[config.mk]
export PLATFORM = sky130hd
export DESIGN_NAME = edge_delay_trigger
export DESIGN_NICKNAME = d
export VERILOG_FILES = /design/src/rtl/edge_delay_trigger_pkg.sv /design/src/rtl/edge_delay_trigger_chan.sv /design/src/rtl/edge_delay_trigger.sv
export SDC_FILE = /design/constraint.sdc
export NUM_CORES = 1
export LEC_CHECK = 0
export ABC_AREA = 1
export BUFFER_PORTS_ARGS = -buffer_cell sky130_fd_sc_hd__buf_2
export CAP_MARGIN = 20
export CORE_ASPECT_RATIO = 0.7
export CORE_MARGIN = 4
export CORE_UTILIZATION = 50
export DETAILED_ROUTE_END_ITERATION = 6
export PLACE_DENSITY_LB_ADDON = 0.15
export SETUP_SLACK_MARGIN = 0.4
export SKIP_CTS_REPAIR_TIMING = 1
export SLEW_MARGIN = 20
export SYNTH_ARGS = -nofsm -noshare
export SYNTH_HDL_FRONTEND = slang
export SYNTH_SLANG_ARGS = --single-unit
[constraint.sdc]
create_clock -name clk -period 1.7 [get_ports clk]
set_input_delay 0.34 -clock clk [delete_from_list [all_inputs] [get_ports clk]]
set_output_delay 0.34 -clock clk [all_outputs]
set_load 0.01 [all_outputs]
[src/rtl/edge_delay_trigger_pkg.sv]
// Shared definitions for the edge-to-delayed-trigger generator.
// Per-channel state encoding lives here so the channel and any monitors agree on it.
package edge_delay_trigger_pkg;

    localparam int unsigned ST_W = 2;

    typedef enum logic [ST_W-1:0] {
        ST_IDLE = 2'd0,
        ST_WAIT = 2'd1,
        ST_HOLD = 2'd2
    } state_e;

endpackage

[src/rtl/edge_delay_trigger_chan.sv]
// One channel: rising-edge detect on enable, programmable delay counter and
// IDLE/WAIT/HOLD state machine driving a registered trigger and busy flag.
module edge_delay_trigger_chan
    import edge_delay_trigger_pkg::*;
#(
    parameter int unsigned CNT_W      = 8,
    parameter bit          RETRIGGER  = 1'b0,
    parameter bit          PULSE_MODE = 1'b0
) (
    input  logic             clk,
    input  logic             rst,
    input  logic             enable,
    input  logic [CNT_W-1:0] delay,
    output logic             trigger,
    output logic             busy,
    output logic             fire_evt
);

    logic             en_q;
    state_e           state_q;
    logic [CNT_W-1:0] cnt_q;
    logic             edge_det;
    logic             retrig;
    logic [CNT_W-1:0] load_val;

    assign edge_det = enable & ~en_q;
    assign retrig   = edge_det & RETRIGGER;
    // A delay of 0 behaves as 1, so the reload never underflows.
    assign load_val = (delay == '0) ? '0 : delay - CNT_W'(1);

    // Trigger-assert event for this cycle; a retrigger in the terminal cycle wins.
    assign fire_evt = (state_q == ST_WAIT) && (cnt_q == '0) && !retrig;

    always_ff @(posedge clk or posedge rst) begin
        if (rst) begin
            en_q    <= 1'b1;
            state_q <= ST_IDLE;
            cnt_q   <= '0;
            trigger <= 1'b0;
            busy    <= 1'b0;
        end else begin
            en_q <= enable;
            case (state_q)
                ST_IDLE: begin
                    if (edge_det) begin
                        state_q <= ST_WAIT;
                        cnt_q   <= load_val;
                        trigger <= 1'b0;
                        busy    <= 1'b1;
                    end
                end
                ST_WAIT: begin
                    if (retrig) begin
                        cnt_q <= load_val;
                    end else if (cnt_q != '0) begin
                        cnt_q <= cnt_q - CNT_W'(1);
                    end else begin
                        state_q <= ST_HOLD;
                        trigger <= 1'b1;
                        busy    <= 1'b0;
                    end
                end
                ST_HOLD: begin
                    if (edge_det) begin
                        state_q <= ST_WAIT;
                        cnt_q   <= load_val;
                        trigger <= 1'b0;
                        busy    <= 1'b1;
                    end else if (PULSE_MODE) begin
                        state_q <= ST_IDLE;
                        trigger <= 1'b0;
                    end
                end
                default: begin
                    state_q <= ST_IDLE;
                    trigger <= 1'b0;
                    busy    <= 1'b0;
                end
            endcase
        end
    end

endmodule

[src/rtl/edge_delay_trigger.sv]
// Multi-channel edge-to-delayed-trigger generator: independent channels plus a
// registered fire strobe that flags any channel asserting its trigger.
module edge_delay_trigger
    import edge_delay_trigger_pkg::*;
#(
    parameter int unsigned CHANNELS   = 4,
    parameter int unsigned CNT_W      = 8,
    parameter bit          RETRIGGER  = 1'b0,
    parameter bit          PULSE_MODE = 1'b0
) (
    input  logic                      clk,
    input  logic                      rst,
    input  logic [CHANNELS-1:0]       enable,
    input  logic [CHANNELS*CNT_W-1:0] delay,
    output logic [CHANNELS-1:0]       trigger,
    output logic [CHANNELS-1:0]       busy,
    output logic                      fire
);

    logic [CHANNELS-1:0] fire_evt;

    for (genvar i = 0; i < CHANNELS; i++) begin : g_chan
        edge_delay_trigger_chan #(
            .CNT_W      (CNT_W),
            .RETRIGGER  (RETRIGGER),
            .PULSE_MODE (PULSE_MODE)
        ) u_chan (
            .clk      (clk),
            .rst      (rst),
            .enable   (enable[i]),
            .delay    (delay[i*CNT_W +: CNT_W]),
            .trigger  (trigger[i]),
            .busy     (busy[i]),
            .fire_evt (fire_evt[i])
        );
    end

    // Registered on the same edge as the channel trigger, so fire lines up with it.
    always_ff @(posedge clk or posedge rst) begin
        if (rst) begin
            fire <= 1'b0;
        end else begin
            fire <= |fire_evt;
        end
    end

endmodule

== Word-level counts from Yosys, hierarchy flattened ==
Index checks and enable logic that the tools add are counted.
Widths: inputs -> output; s select.
Storage, ports and cells
  bits in read-only memories: 0
  bits in registers: 53
  input bits: 38
  RAM bits: 0
  logic and storage cells: 146
  memories kept: 0
  output and inout port bits: 9
  latch bits: 0
Cells by class
  bitwise gates (word level): 8
  multiplexer cells: 52
  $add $sub $neg: 8
  shift operators: 0
  multipliers: 0
  reduce and logical (&&, ||, !) cells: 37
  div/mod/pow operators: 0
  $lt $le $gt $ge: 0
  equal/unequal tests: 20
Operators by type and width (number)
  $mux 8: 12
  $logic_not 8->1: 8
  $pmux 8 s2: 4
  $sub 8x1->8 const B: 8
  $reduce_bool 8->1: 4
  $mux 1: 16
  $mux 2: 8
  $ne 2x2->1 const B: 8
  $pmux 1 s2: 8
  $pmux 2 s2: 4
  $reduce_and 3->1: 4
  $eq 2x1->1 const B: 4
  $eq 2x2->1 const B: 4
  $logic_not 2->1: 4
  $ne 2x1->1 const B: 4
  $reduce_and 2->1: 4
  $reduce_bool 2->1: 4
  $reduce_or 2->1: 4
  $and 1x1->1: 4
  $logic_and 1x1->1: 4
  $not 1->1: 4
  $reduce_or 4->1: 1

== Logic depth before layout (Yosys ltp) ==
  depth after elaboration: 4
  gate-level depth with buffers: 10
  depth with buffers taken out: 10

== By module ==
Synthesis repeated with hierarchy kept, for this count alone.
Second synthesis, totals
  cells, all modules: 570
  area total of the unflattened synthesis: 3881.2 µm²
Modules (own cells, without submodules)
  edge_delay_trigger_chan (g_chan[0].u_chan ...): cells each 142, area an instance 960.9 µm², times used 3, sequential area each 301.5 µm²
  edge_delay_trigger_chan (g_chan[3].u_chan): cells each 139, area an instance 958.4 µm², times used 1, sequential area each 301.5 µm²
  edge_delay_trigger: cells each 5, area an instance 40.0 µm², times used 1, sequential area each 25.0 µm²

== Worst setup path before layout ==
No wires, ideal clock.
  path type: flip-flop to flip-flop
  from: reg g_chan[2].u_chan.cnt_q[0]
  to: reg g_chan[2].u_chan.cnt_q[2]
  stages on the path, launching flop included: 9
  data arrival time: 1.289 ns
  path buffers: 1
  clock period less this slack: 1.408 ns
  library setup time: 0.119 ns
  required time: 1.581 ns
  slack: 0.292 ns
  path through: dfrtp_1 inv_1 ha_1 nand2_1 o21ai_4 nand2_2 buf_6 nand2_1 o21ai_2
Between the ends
  cells in the longest elaborated chain, start to end: 3
  elaborated cells between the ends (all ways): 6
  those cells by class: add/sub: 1; eq/ne: 1; mux: 2; reduce/logical: 2
RTL lines
  start: declaration: line edge_delay_trigger_chan.sv:21  | logic [CNT_W-1:0] cnt_q;
  start signal: assignment: line edge_delay_trigger_chan.sv:47  | cnt_q <= load_val;
  start signal: assignment: line edge_delay_trigger_chan.sv:54  | cnt_q <= load_val;
  start signal: assignment: line edge_delay_trigger_chan.sv:56  | cnt_q <= cnt_q - CNT_W'(1);
  $sub 8x1->8 / $reduce_bool 8->1 (equally long branches): line edge_delay_trigger_chan.sv:56, edge_delay_trigger_chan.sv:55
  $mux 8 / $ne 2x2->1 (equally long branches)
  $pmux 8 s2 / $reduce_and 3->1 (equally long branches)
Parallel ways exist; a longest one is shown, timed or not. The select of a mux whose other input is x is not followed.
A chain may end at the register's enable or synchronous reset.

== Final worst setup path ==
  from: reg g_chan[2].u_chan.cnt_q[0]
  to: reg g_chan[2].u_chan.cnt_q[4]
The elaborated chain is that of the path after synthesis.

==> flow_summary.rst <==
.. list-table::
   :header-rows: 1

   * - Metric
     - Value
   * - Antenna diodes
     - 0
   * - VDD IR max
     - just under 0.001 V
   * - Unique cell type count in the Yosys netlist
     - 29
   * - Number of buffers created by CTS
     - 5
   * - Hold Fails Final Rpt
     - 0
   * - Share of the yosys chip area belonging to registers
     - 32.5%
   * - Share of flip-flops with an asynchronous set or reset
     - 100%
   * - Worst r2r src
     - g_chan[2].u_chan.cnt_q[0]$_DFFE_PP0P_
   * - Main combinational cell family by area after synthesis
     - simple AND/OR/NAND/NOR gates
   * - EDFF count, synth
     - 0
   * - Aggregate global-route resource usage
     - 19.4%
   * - Remaining routing DRC violations
     - 0
   * - Share of total power consumed by net switching
     - about 48%
   * - CTS tree
     - done
   * - Pre-antenna DRT Iters
     - 4
   * - Number of cell rows
     - 26
   * - CTS sink count
     - 49
   * - Cell count after synthesis
     - 572
   * - Finish-stage setup viols
     - 0
   * - Actual transition at the worst max-transition pin
     - 0.476 ns
   * - Result of the run
     - finished clean
   * - Synth Area in Compound Gates
     - a little under a tenth
   * - Comb power frac
     - 63.7%
   * - Final net count
     - slightly above 700
   * - Min-delay worst type
     - primary input to async pin
   * - Max capacitance violation total
     - 0
   * - Worst setup startpoint
     - g_chan[2].u_chan.cnt_q[0]$_DFFE_PP0P_
   * - Worst flop-to-flop path endpoint
     - g_chan[2].u_chan.cnt_q[4]$_DFFE_PP0P_
   * - Largest net degree at the start of global routing
     - 23
   * - Number of antenna-violating nets in the routed design
     - 0
   * - Placed Cells
     - 712
   * - Clock transition at the registers of the reported paths
     - 0.10 ns
   * - Layout area overhead
     - 26.9%
   * - Die outline area
     - 9060 µm²
   * - Number of DRC markers in iteration 0
     - 231
   * - Worst EP required
     - approximately 1.9 ns
   * - Count of vias placed by the detailed router
     - around 4,000
   * - Max Buffers Root-to-Sink
     - 2
   * - Die extent in y
     - approximately 81 µm
   * - Sum of negative setup slack
     - 0 ns
   * - Syn Nets
     - 626
   * - Number of flip-flops and latches in the synthesized netlist
     - 49
   * - Ratio of routed vias to standard cells
     - between 5 and 6
   * - Static leakage power
     - 2.52 nW
   * - Die X-Extent
     - 112 µm
   * - Cell depth of the worst flop-to-flop path
     - 7
   * - Vias in the first global route
     - roughly 3,300
   * - Headroom to the max-slew limit
     - ~68%
   * - CP arrival
     - 1.66 ns
   * - Number of slew-limit violations in the final report
     - 0
   * - Grt total ovfl
     - 0
   * - Commonest register cell after synthesis
     - sky130_fd_sc_hd__dfrtp_1
   * - Clock network latency to the later pin of the worst-skew pair
     - 0.32 ns
   * - Fraction of layout cells with a size suffix above 1
     - between 30% and 40%
   * - Reg-to-reg setup timing slack
     - roughly 0.25 ns
   * - Total routed wirelength
     - around 10,000 µm
   * - Internal power contribution
     - roughly 4.7 mW
   * - Total Power
     - 9.10 mW
   * - Achievable clock frequency
     - 687 MHz
   * - Gpl congestion
     - between 0.8 and 0.9
   * - Share of synthesized area spent on multiplexers
     - 0%
   * - Fraction of the cycle the final worst path needs
     - 85.6%
   * - CTS H-Tree Depth
     - 2
   * - Critical path start-end classification
     - flip-flop to flip-flop
   * - Effective utilization at floorplan
     - 51.8%
   * - Xor-xnor portion of the synthesized cell area
     - less than 1%
   * - Post-synthesis share of cell area spent on and, or, nand and nor gates
     - 42.2%
   * - First-pass GRT wire length
     - 14,600 µm
   * - Adder-cell area share of the yosys netlist
     - 5.28%
   * - Final non-filler cell total
     - 751
   * - Timing endpoint of the critical path
     - g_chan[2].u_chan.cnt_q[4]$_DFFE_PP0P_
   * - Power density over the cells
     - 1890 nW/µm²
   * - Share of total power in sequential cells
     - 25.1%
   * - Ports
     - 47
   * - Core area
     - 7320 µm²
   * - Initial antenna violation count
     - 0
   * - Switching power
     - 4.41 mW
   * - Highest net fanout along the worst path
     - 6
   * - RSZ-0062 raised after global routing
     - yes
   * - Clock share of power
     - 11.2%
   * - Yosys warning count
     - 0
   * - Count of buffers inserted at the top-level ports
     - between 40 and 50
   * - Post-route minimum period
     - 1.45 ns
   * - Nature of the critical path startpoint
     - flip-flop
   * - Half-perimeter wire length after placement
     - 6590 µm
   * - Routed len/inst
     - 13.7 µm
   * - Worst clock skew
     - 0.00963 ns
   * - Mapped Avg Cell Area
     - 6.63 µm²
   * - Cell area after technology mapping
     - 3790 µm²
   * - Endpoint type of the worst setup path
     - flip-flop
   * - Master cell of the clock root buffer
     - sky130_fd_sc_hd__clkbuf_8
[worst min path at each step]
stage	start	end	slack [ns]	cells after the start
6_report	rst	g_chan[1].u_chan.state_q[0]$_DFFE_PP0P_	0.03	2
3_3_place_gp	rst	g_chan[1].u_chan.cnt_q[3]$_DFFE_PP0P_	0.39	2
4_1_cts	rst	g_chan[1].u_chan.state_q[0]$_DFFE_PP0P_	0.04	2
2_1_floorplan	enable[0]	g_chan[0].u_chan.en_q$_DFF_PP1_	0.34	0
3_5_place_dp	rst	g_chan[1].u_chan.cnt_q[3]$_DFFE_PP0P_	0.39	2
5_1_grt	rst	g_chan[1].u_chan.state_q[0]$_DFFE_PP0P_	0.04	2
[power groups by stage]
stage               clock network, mW  logic, mW  registers [mW]
floorplan                           0       3.42            2.08
global placement                    0       4.01            2.23
detailed placement                  0       4.12            2.23
CTS                              1.04       4.16            2.22
global route                     1.09       6.45            2.35
finish                           1.02       5.80            2.28
[layout make-up]
class / instances / area (µm²)
clock inverter: 3 / 65.1
tap: 98 / 123
fill: 660 / 2510
timing repair buffer: 83 / 571
multi-input combinational: 441 / 2470
sequential: 49 / 1240
clock buffer: 5 / 68.8
inverter: 72 / 277
[cells by family after synthesis]
group,after synthesis
DFF,49
AOI/OAI and AO/OA,54
buffers and inverters,85
and+or+nand+nor,364
xor gates and xnor gates,4
adders and majority gates,16
[metrics by stage]
stage               hold slack, ns  worst slack, ns  cell area, µm²  util, %
floorplan                    0.344            0.401            3830        -
global placement             0.385            0.236            4160     56.8
detailed placement           0.392            0.229            4160     56.8
CTS                         0.0367            0.137            4290     58.6
global route                0.0391            0.192            4810     65.7
finish                      0.0296            0.245            4810     65.7
[sequential cells by signal, indices dropped and copies added (netlist names)]
| name | flops |
|---|---|
| g_chan.u_chan.trigger | 3 |
| g_chan.u_chan.en_q | 4 |
| g_chan.u_chan.busy | 4 |
| g_chan.u_chan.cnt_q | 32 |
| fire | 1 |
| g_chan.u_chan.state_q | 5 |
[worst max-delay path, stage by stage, from the launching register on]
cell and delay (ns):
sky130_fd_sc_hd__dfrtp_1 0.42, sky130_fd_sc_hd__inv_2 0.12, sky130_fd_sc_hd__ha_4 0.16, sky130_fd_sc_hd__nand2_4 0.05
sky130_fd_sc_hd__o21ai_4 0.26, sky130_fd_sc_hd__nand2_2 0.18, sky130_fd_sc_hd__nand2_1 0.11, sky130_fd_sc_hd__nand2_1 0.05
[layer usage]
layer  wire, µm  vias to the layer above  track usage, %  share of wire [%]
li1           -                     1996               -                  -
met1       4680                     1876            26.5                 46
met2       4860                      121            31.7                 47
met3        606                       13            4.24                5.9
met4        123                        0            4.68                1.2
met5          0                        -               0                  0
[layout by cell type, fill, tap and decap left out, types with 6 or more instances in the layout]
cell type                    n
sky130_fd_sc_hd__buf_6       8
sky130_fd_sc_hd__o21bai_1    6
sky130_fd_sc_hd__nand3_1    72
sky130_fd_sc_hd__ha_4        6
sky130_fd_sc_hd__o21ai_2     9
sky130_fd_sc_hd__inv_2      11
sky130_fd_sc_hd__nand4_1    12
sky130_fd_sc_hd__buf_4      26
sky130_fd_sc_hd__ha_1        8
sky130_fd_sc_hd__nand3_2     7
sky130_fd_sc_hd__inv_1      59
sky130_fd_sc_hd__nor2_1     62
sky130_fd_sc_hd__nand2_1   152
sky130_fd_sc_hd__dfrtp_1    41
sky130_fd_sc_hd__nor2_2     16
sky130_fd_sc_hd__nand2_2    25
sky130_fd_sc_hd__o21ai_0    20
sky130_fd_sc_hd__o21ai_1     8
sky130_fd_sc_hd__nand2_4    10
sky130_fd_sc_hd__buf_2      46
[synth_stat cells, types with 4 or more instances]
cell type / instances / area, µm²
sky130_fd_sc_hd__a21oi_1: 5 / 25.0
sky130_fd_sc_hd__buf_4: 10 / 75.1
sky130_fd_sc_hd__dfrtp_1: 45 / 1130
sky130_fd_sc_hd__dfstp_2: 4 / 105
sky130_fd_sc_hd__ha_1: 16 / 200
sky130_fd_sc_hd__inv_1: 68 / 255
sky130_fd_sc_hd__nand2_1: 178 / 668
sky130_fd_sc_hd__nand2_2: 4 / 25.0
sky130_fd_sc_hd__nand3_1: 76 / 380
sky130_fd_sc_hd__nand3_2: 4 / 40.0
sky130_fd_sc_hd__nand4_1: 12 / 75.1
sky130_fd_sc_hd__nor2_1: 67 / 251
sky130_fd_sc_hd__nor2_2: 15 / 93.8
sky130_fd_sc_hd__nor3_1: 4 / 20.0
sky130_fd_sc_hd__o21ai_0: 26 / 130
sky130_fd_sc_hd__o21ai_1: 5 / 25.0
sky130_fd_sc_hd__o21ai_2: 6 / 52.6
sky130_fd_sc_hd__o21bai_1: 6 / 45.0
(Power assumes the default switching activity.)
